===== src/rtl/gate_chk_pkg.sv =====
// Shared types and helpers for the gate response checker: FSM states, the
// "no mismatch seen" marker and a width-generic saturating increment.
package gate_chk_pkg;

  typedef enum logic [1:0] {
    IDLE   = 2'd0,
    RUN    = 2'd1,
    REPORT = 2'd2,
    DONE   = 2'd3
  } state_t;

  // Counters are at most this wide; narrower users slice/cast down.
  localparam int MAX_CNT_W = 32;
  localparam logic [MAX_CNT_W-1:0] FIRST_NONE = '1;

  // Increment v, holding at the all-ones value of a w-bit counter.
  function automatic logic [MAX_CNT_W-1:0] sat_inc(input logic [MAX_CNT_W-1:0] v,
                                                   input int unsigned w);
    logic [MAX_CNT_W-1:0] lim;
    lim = FIRST_NONE >> (MAX_CNT_W - w);
    return (v == lim) ? v : v + 1;
  endfunction

endpackage


===== src/rtl/gate_chk_bitstat.sv =====
// Per-output statistics: saturating mismatch count plus sticky index of the first mismatch.
// Updates on the edge where i_en && i_mism; values visible the following cycle.
module gate_chk_bitstat
  import gate_chk_pkg::*;
#(
  parameter int CNT_W = 16
) (
  input  logic             clk,
  input  logic             reset,
  input  logic             i_clear,
  input  logic             i_en,
  input  logic             i_mism,
  input  logic [CNT_W-1:0] i_sample_idx,
  output logic [CNT_W-1:0] o_count,
  output logic [CNT_W-1:0] o_first
);

  logic [CNT_W-1:0] r_cnt;
  logic [CNT_W-1:0] r_first;
  logic             r_hit;

  // A separate hit flag keeps the capture sticky even if the index itself is all-ones.
  always_ff @(posedge clk) begin
    if (reset || i_clear) begin
      r_cnt   <= '0;
      r_first <= FIRST_NONE[CNT_W-1:0];
      r_hit   <= 1'b0;
    end else if (i_en && i_mism) begin
      r_cnt <= CNT_W'(sat_inc(MAX_CNT_W'(r_cnt), CNT_W));
      if (!r_hit) begin
        r_first <= i_sample_idx;
        r_hit   <= 1'b1;
      end
    end
  end

  assign o_count = r_cnt;
  assign o_first = r_first;

endmodule


===== config.mk =====
export PLATFORM = sky130hd
export DESIGN_NAME = gate_chk_bitstat
export DESIGN_NICKNAME = d
export VERILOG_FILES = /design/src/rtl/gate_chk_pkg.sv /design/src/rtl/gate_chk_bitstat.sv
export SDC_FILE = /design/constraint.sdc
export NUM_CORES = 1
export LEC_CHECK = 0
export CAP_MARGIN = 40
export CORE_MARGIN = 2
export CORE_UTILIZATION = 39
export DETAILED_ROUTE_END_ITERATION = 6
export GPL_ROUTABILITY_DRIVEN = 0
export GPL_TIMING_DRIVEN = 1
export PLACE_DENSITY = 0.75
export SLEW_MARGIN = 10
export SYNTH_ARGS = -nofsm -noshare
export SYNTH_HDL_FRONTEND = slang
export SYNTH_SLANG_ARGS = --single-unit
export TNS_END_PERCENT = 30

===== constraint.sdc =====
create_clock -name clk -period 1.65 [get_ports clk]
set_input_delay 0.2475 -clock clk [delete_from_list [all_inputs] [get_ports clk]]
set_output_delay 0.2475 -clock clk [all_outputs]
set_load 0.02 [all_outputs]

==> run metrics, run 1 <==
status=finished with violations; failing checks=setup timing; WP data arrival=about 2 ns; Power Total=between 1500 and 2000 uW; Tot GR Track Use=0.205; MaxCap Viol Count=0; NetSw=around 360 uW; Worst Clk Skew=roughly 0.0082 ns; setup TNS=-0.625 ns; P_int=~1200 uW; sequential share of power=0.521; area grow syn2layout=74.5%; antenna viol nets, final=0; FF+latch count, synth=33; fillers=between 200 and 300; storage element area=just under 700 um^2; crit path capture type=flip-flop; final non-filler cell total=approximately 300; M1 GR Usage=0.212; ant diodes=0; syn_nets=approximately 190; area of the multi-input gates=~780 um^2; Max Buffers Root-to-Sink=2; WP buf/inv=2; DR WL/cell=13.4 um; Setup Viol. Count Final=12; dominant synthesized flop cell=dfxtp_1; Hold WS=about 0.47 ns; Worst setup SP type=flip-flop; vias per std cell=~5; fin crit period=~1.8 ns; Place WS=-0.581 ns; placed insts=slightly below 300; Clock transition at path regs=between 0.1 and 0.15 ns; EDFF count, synth=0; Clk Latency, worst-skew pair=between 0.3 and 0.4 ns; WP data required=about 1.9 ns; RSZ-0062 raised after global routing=true; die area=around 4000 um^2; register area share after synthesis=0.477; Mapped Avg Cell Area=8.15 um^2; P per Cell Area=645 nW/um^2; Final Cycle Share=1.08; Switching Share=0.231; cell family with most CP delay=simple AND/OR/NAND/NOR gates; initial antenna violation count=0; critical path startpoint=o_count[6]; Placeable Area=between 3000 and 4000 um^2; share of cells above drive strength 1=0.295; cell taking the most area after synthesis=dfxtp_1; Hold Path Class=flip-flop to flip-flop; number of global-route vias before repair=around 1,500; TritonCTS clock tree=done; Die Wd=63.6 um; Worst-Margin Slew=about 0.40 ns; Hold Startpoint=o_first[8]; Routed WL=about 4100 um; Max FO, Critical Path=4; largest net degree at the start of global routing=17; max-slew violation count=0; Post-Syn Area=1390 um^2; die height=between 60 and 70 um; Mapped Cells=170; Root Driver=clkbuf_4; met2 Use GR=0.380; TritonRoute pass-1 iters=4; GR peak layer=met2; IO Count=53; H-Tree Depth=2; Reg-to-Reg Start=o_count[6]; PortBufs=between 50 and 60; final setup margin=-0.126 ns; global-route wire length before repair=around 6500 um; Final Hold Fails=0; critical path's slowest cell=nor4_1; Crit Path Category=flip-flop to flip-flop; Peak Freq=around 560 MHz; Max transition margin=0.729; Leakage=approximately 0.0011 uW; CTS sink count=33; HPWL after detailed placement=about 3000 um; Crit path largest cell delay=around 0.48 ns; Combinational Power Share=0.112; num rows=21; Yosys top cell area share=0.477; nets=about 280; VDD IR max=roughly 0.48 mV; Netlist cell types=32; TritonCTS Buffers=5; total number of yosys warnings=0; Initial Util=0.412; top post-synthesis cells by area=dfxtp_1 48%, nand2_1 11%, nand3_1 6.5%; Clock power frac=0.367; crit-path cells=buf_6 -> nand4_1 -> nor4_1 -> buf_4 -> nand4b_1 -> and3_1; DRC=0; GR Overflow Total=0; DR vias=between 1,500 and 2,000; Iter 0 DRT Violations=85; met3 usage=0.0714; Post-synth ARST share=0
-- layer usage --
metal | wire length (um) | up-vias
li1 | - | 780
met1 | 1570 | 720
met2 | 2170 | 61
met3 | 316 | 4
met4 | 30 | 0
met5 | 0 | -
-- synthesized netlist by cell type (2+ instances only) --
library cell,instances
nand2_1,39
dfxtp_1,33
nand3_1,18
a21oi_1,12
clkbuf_1,7
o21ai_0,7
nor2_1,6
o31ai_1,6
or4_1,6
nand4_1,5
or3_1,4
nor3_1,3
nand2_2,2
nand2b_1,2
or2_2,2
or3_2,2
-- state kept, by name (all words and copies together), names as in the netlist --
signal / flops
o_count: 16
o_first: 16
r_hit: 1
-- cell type report --
| class | instances | share of cell area |
|---|---|---|
| multi-input cells | 128 | 0.323 |
| inverters | 1 | 0.00155 |
| repair buffers | 88 | 0.337 |
| clock buffers | 8 | 0.0331 |
| well taps | 46 | 0.0238 |
| flip-flops and latches | 33 | 0.282 |
-- path summary, 6_finish.rpt --
path	cells after the start	slack, ns	end
min	2	0.47	o_first[8]
min reg2reg	2	0.47	o_first[8]
max	6	-0.13	o_count[14]
max reg2reg	6	-0.13	o_count[14]
-- timing repair --
action / 4_1_cts / 5_1_grt
setup endpoints to repair: 22 / 18
cloned: 0 / 0
gates resized for setup: 23 / 15
pin swaps: 8 / 10
hold buffers: 0 / 0
buffers inserted: 1 / 4
-- worst register-to-register path, cell delays in order (launching register included) --
cell and delay [ns]:
dfxtp_4 0.38, buf_6 0.09, nand4_1 0.22, nor4_1 0.48, buf_4 0.20, nand4b_1 0.11
and3_1 0.19
-- stage by stage --
stage               utilization  cell area, um^2
floorplan                     -             1430
global placement          0.653             2200
detailed placement        0.653             2200
CTS                       0.689             2320
global route              0.719             2420
finish                    0.719             2420
-- power by group through the flow --
stage | sequential, uW | combinational, uW | clock [uW]
final | 812 | 175 | 572
after global routing | 814 | 191 | 631
after CTS | 812 | 174 | 589
after detailed placement | 830 | 175 | 0
after global placement | 830 | 170 | 0
after floorplan | 847 | 53.9 | 0
-- kinds of logic after synthesis --
group	synth area share
AOI/OAI and AO/OA	0.127
adders and majority gates	0.00902
buffers and inverters	0.0253
DFF	0.477
muxes	0.00722
and+or+nand+nor	0.355
-- cell usage in the layout, fill, tap and decap left out, types with 2 or more instances in the layout --
cell	instances
o31ai_2	3
a21oi_1	8
buf_6	4
or4_4	4
o31ai_1	3
o21ai_0	6
nor2_1	6
nand4_1	5
dfxtp_1	26
dlymetal6s2s_1	2
or2_2	2
buf_4	31
clkdlybuf4s50_1	39
dlygate4sd2_1	11
or3_2	2
clkbuf_4	5
nand2_1	39
or3_1	3
or4_1	2
dfxtp_2	2
nand3_1	17
dfxtp_4	5
nor3_1	3
a21oi_2	4
clkbuf_16	2
No activity file was read; power rests on OpenSTA's default activity.
==> run 2: changes to the inputs <==
--- a/config.mk
+++ b/config.mk
@@ -5,13 +5,11 @@
 export SDC_FILE = /design/constraint.sdc
 export NUM_CORES = 1
 export LEC_CHECK = 0
-export CAP_MARGIN = 40
 export CORE_MARGIN = 2
-export CORE_UTILIZATION = 39
+export CORE_UTILIZATION = 25
 export DETAILED_ROUTE_END_ITERATION = 6
 export GPL_ROUTABILITY_DRIVEN = 0
 export GPL_TIMING_DRIVEN = 1
-export PLACE_DENSITY = 0.75
 export SLEW_MARGIN = 10
 export SYNTH_ARGS = -nofsm -noshare
 export SYNTH_HDL_FRONTEND = slang
==> run 2 against run 1 <==
The run still ends with setup timing left. Critical path depth rose by 1. Utilization down 26 points. Clock power up 4.9%. Worst setup slack better by 0.070 ns. Highest routed layer unchanged.
==> run metrics, run 2 (same netlist as run 1, synthesis figures left out) <==
status=finished with violations; failing checks=setup timing; Root Driver=clkbuf_8; P per Cell Area=638 nW/um^2 (-1.1%); most frequent cells in the layout=44 x clkdlybuf4s50_1, 38 x nand2_1, 34 x buf_4; ant diodes=0 (unchanged); Peak Freq=586 MHz (+4.1%); Crit Path Category=flip-flop to flip-flop; crit path capture type=flip-flop; Final Hold Fails=0 (unchanged); Tot GR Track Use=0.137 (-0.0681); antenna viol nets, final=0 (unchanged); setup slack, reg-to-reg=-0.06 ns (+0.07 ns); CP dominant cell by count=buf_6; share of cells above drive strength 1=0.313 (+0.0184); Clock power frac=0.377 (+0.010); Worst Hold Depth=2 (unchanged); Setup Viol. Count Final=11 (-1); TritonCTS clock tree=done; CTS sink count=33 (unchanged); GR peak layer=met2; CTS hold repair buffers=0 (unchanged); NetSw=400 uW (+11%); WP buf/inv=3 (+1); DRC=0 (unchanged); Power Total=1590 uW (+2.0%); Worst Clk Skew=0.00150 ns (-0.00666 ns); Util after Layout=0.459 (-0.260); DR WL/cell=12.1 um (-10%); WP data arrival=1.88 ns (-0.13 ns); TritonCTS Buffers=5 (unchanged); R2R cell count=7 (+1); HPWL after detailed placement=2950 um (about the same); RSZ-0062 raised after global routing=true; PortBufs=52 (unchanged); sequential share of power=0.509 (-0.012); Leakage=0.00110 uW (+4.1%); Worst-Margin Slew=0.367 ns (-0.0367 ns); die height=78.5 um (+23%); WP data required=1.83 ns (-0.05 ns); Crit path largest cell delay=0.48 ns (about the same); M1 GR Usage=0.173 (-0.0382); critical path's slowest cell=nor4_4; Clock transition at path regs=0.07 ns (-0.04 ns); final setup margin=-0.0563 ns (+0.0698 ns); Max Buffers Root-to-Sink=2 (unchanged); Reg-to-Reg Start=o_count[6]; nets=283 (+1.4%); P_int=1190 uW (-0.61%); H-Tree Depth=2 (unchanged); vias per std cell=4.59 (-11%); max-slew violation count=0 (unchanged); met3 usage=0.0517 (-0.0197); Switching Share=0.251 (+0.0200); Hold Startpoint=o_first[8]; num rows=27 (+29%); die area=6160 um^2 (+52%); IO Count=53 (unchanged); area grow syn2layout=80.0%; Initial Util=0.255 (-0.157); Clk Latency, worst-skew pair=0.29 ns (-0.05 ns); Final Cycle Share=1.03 (-0.0423); DR vias=1,533 (-2.0%); Worst setup SP type=flip-flop; Max transition margin=0.754 (+0.0251); Combinational Power Share=0.114 (+0.002); most common cell after layout, fill and taps aside=clkdlybuf4s50_1; largest net degree at the start of global routing=17 (unchanged); Die Wd=78.5 um (+23%); met2 Use GR=0.212 (-0.168); cell family with most CP delay=simple AND/OR/NAND/NOR gates; Hold Path Class=flip-flop to flip-flop; GR Overflow Total=0 (unchanged); number of global-route vias before repair=1,434 (-7.1%); VDD IR max=0.323 mV (-33%); fin crit period=1.71 ns (-0.0698 ns); Hold WS=0.469 ns (-0.00223 ns); Worst Hold End=o_first[8]; crit-path cells=buf_6 -> nand4_1 -> nor4_4 -> buf_6 -> buf_6 -> nand3b_1 -> a21oi_1; R2R Path End=o_count[1]; Iter 0 DRT Violations=99 (+16%); initial antenna violation count=0 (unchanged); TritonRoute pass-1 iters=4 (unchanged); Max FO, Critical Path=6 (+2); setup TNS=-0.328 ns (+0.297 ns); Placeable Area=5440 um^2 (+62%); Routed WL=4040 um (-1.1%); global-route wire length before repair=6620 um (+1.4%); MaxCap Viol Count=0 (unchanged)
## run 2: through the flow
step / worst slack, ns / instances / instance area, um^2
final: -0.0563 / 334 / 2490
after global routing: -0.173 / 334 / 2490
after CTS: -0.0384 / 334 / 2440
after detailed placement: -0.563 / 322 / 2280
after global placement: -0.484 / 322 / 2280
after floorplan: -0.159 / 170 / 1430
## run 2: worst max-delay path by stage
stage / from / endpoint / slack (ns) / cells past startpoint
final: o_count[6] / o_count[1] / -0.06 / 7
after global routing: o_count[6] / o_count[1] / -0.17 / 7
after CTS: o_count[6] / o_count[0] / -0.04 / 7
after detailed placement: i_en / o_count[9] / -0.56 / 6
after global placement: i_en / o_count[9] / -0.48 / 6
after floorplan: o_count[6] / o_count[15] / -0.16 / 5
## run 2: worst register-to-register path: cells and delay by family (launching register included)
| kind | cells | cell delay, ns |
|---|---|---|
| and+or+nand+nor | 3 | 0.80 |
| buffers and inverters | 3 | 0.38 |
| AOI/OAI and AO/OA | 1 | 0.06 |
| DFF | 1 | 0.36 |
## run 2: per-layer routing
layer,vias to the layer above,share of wire
li1,792,-
met1,694,0.47
met2,41,0.46
met3,6,0.063
met4,0,0.014
met5,-,0
## run 2: power groups by stage
stage          combinational [uW]  clock, uW  sequential [uW]
4_1_cts                       182        630              810
2_1_floorplan                53.9          0              847
6_report                      181        600              810
3_3_place_gp                  181          0              830
5_1_grt                       199        663              812
3_5_place_dp                  181          0              830
## run 2: repair_timing
action                     in CTS  in global routing
setup buffers                   3                  0
pin swaps                      10                  9
gates cloned                    1                  0
setup endpoints to repair      14                 21
gates resized for setup        14                 21
## run 2: layout make-up
class / count / area, um^2
fill: 535 / 2940
clock inverter: 3 / 16.3
timing repair buffer: 92 / 858
clock buffer: 5 / 68.8
multi-input combinational: 128 / 769
inverter: 1 / 3.75
sequential: 33 / 688
tap: 72 / 90.1
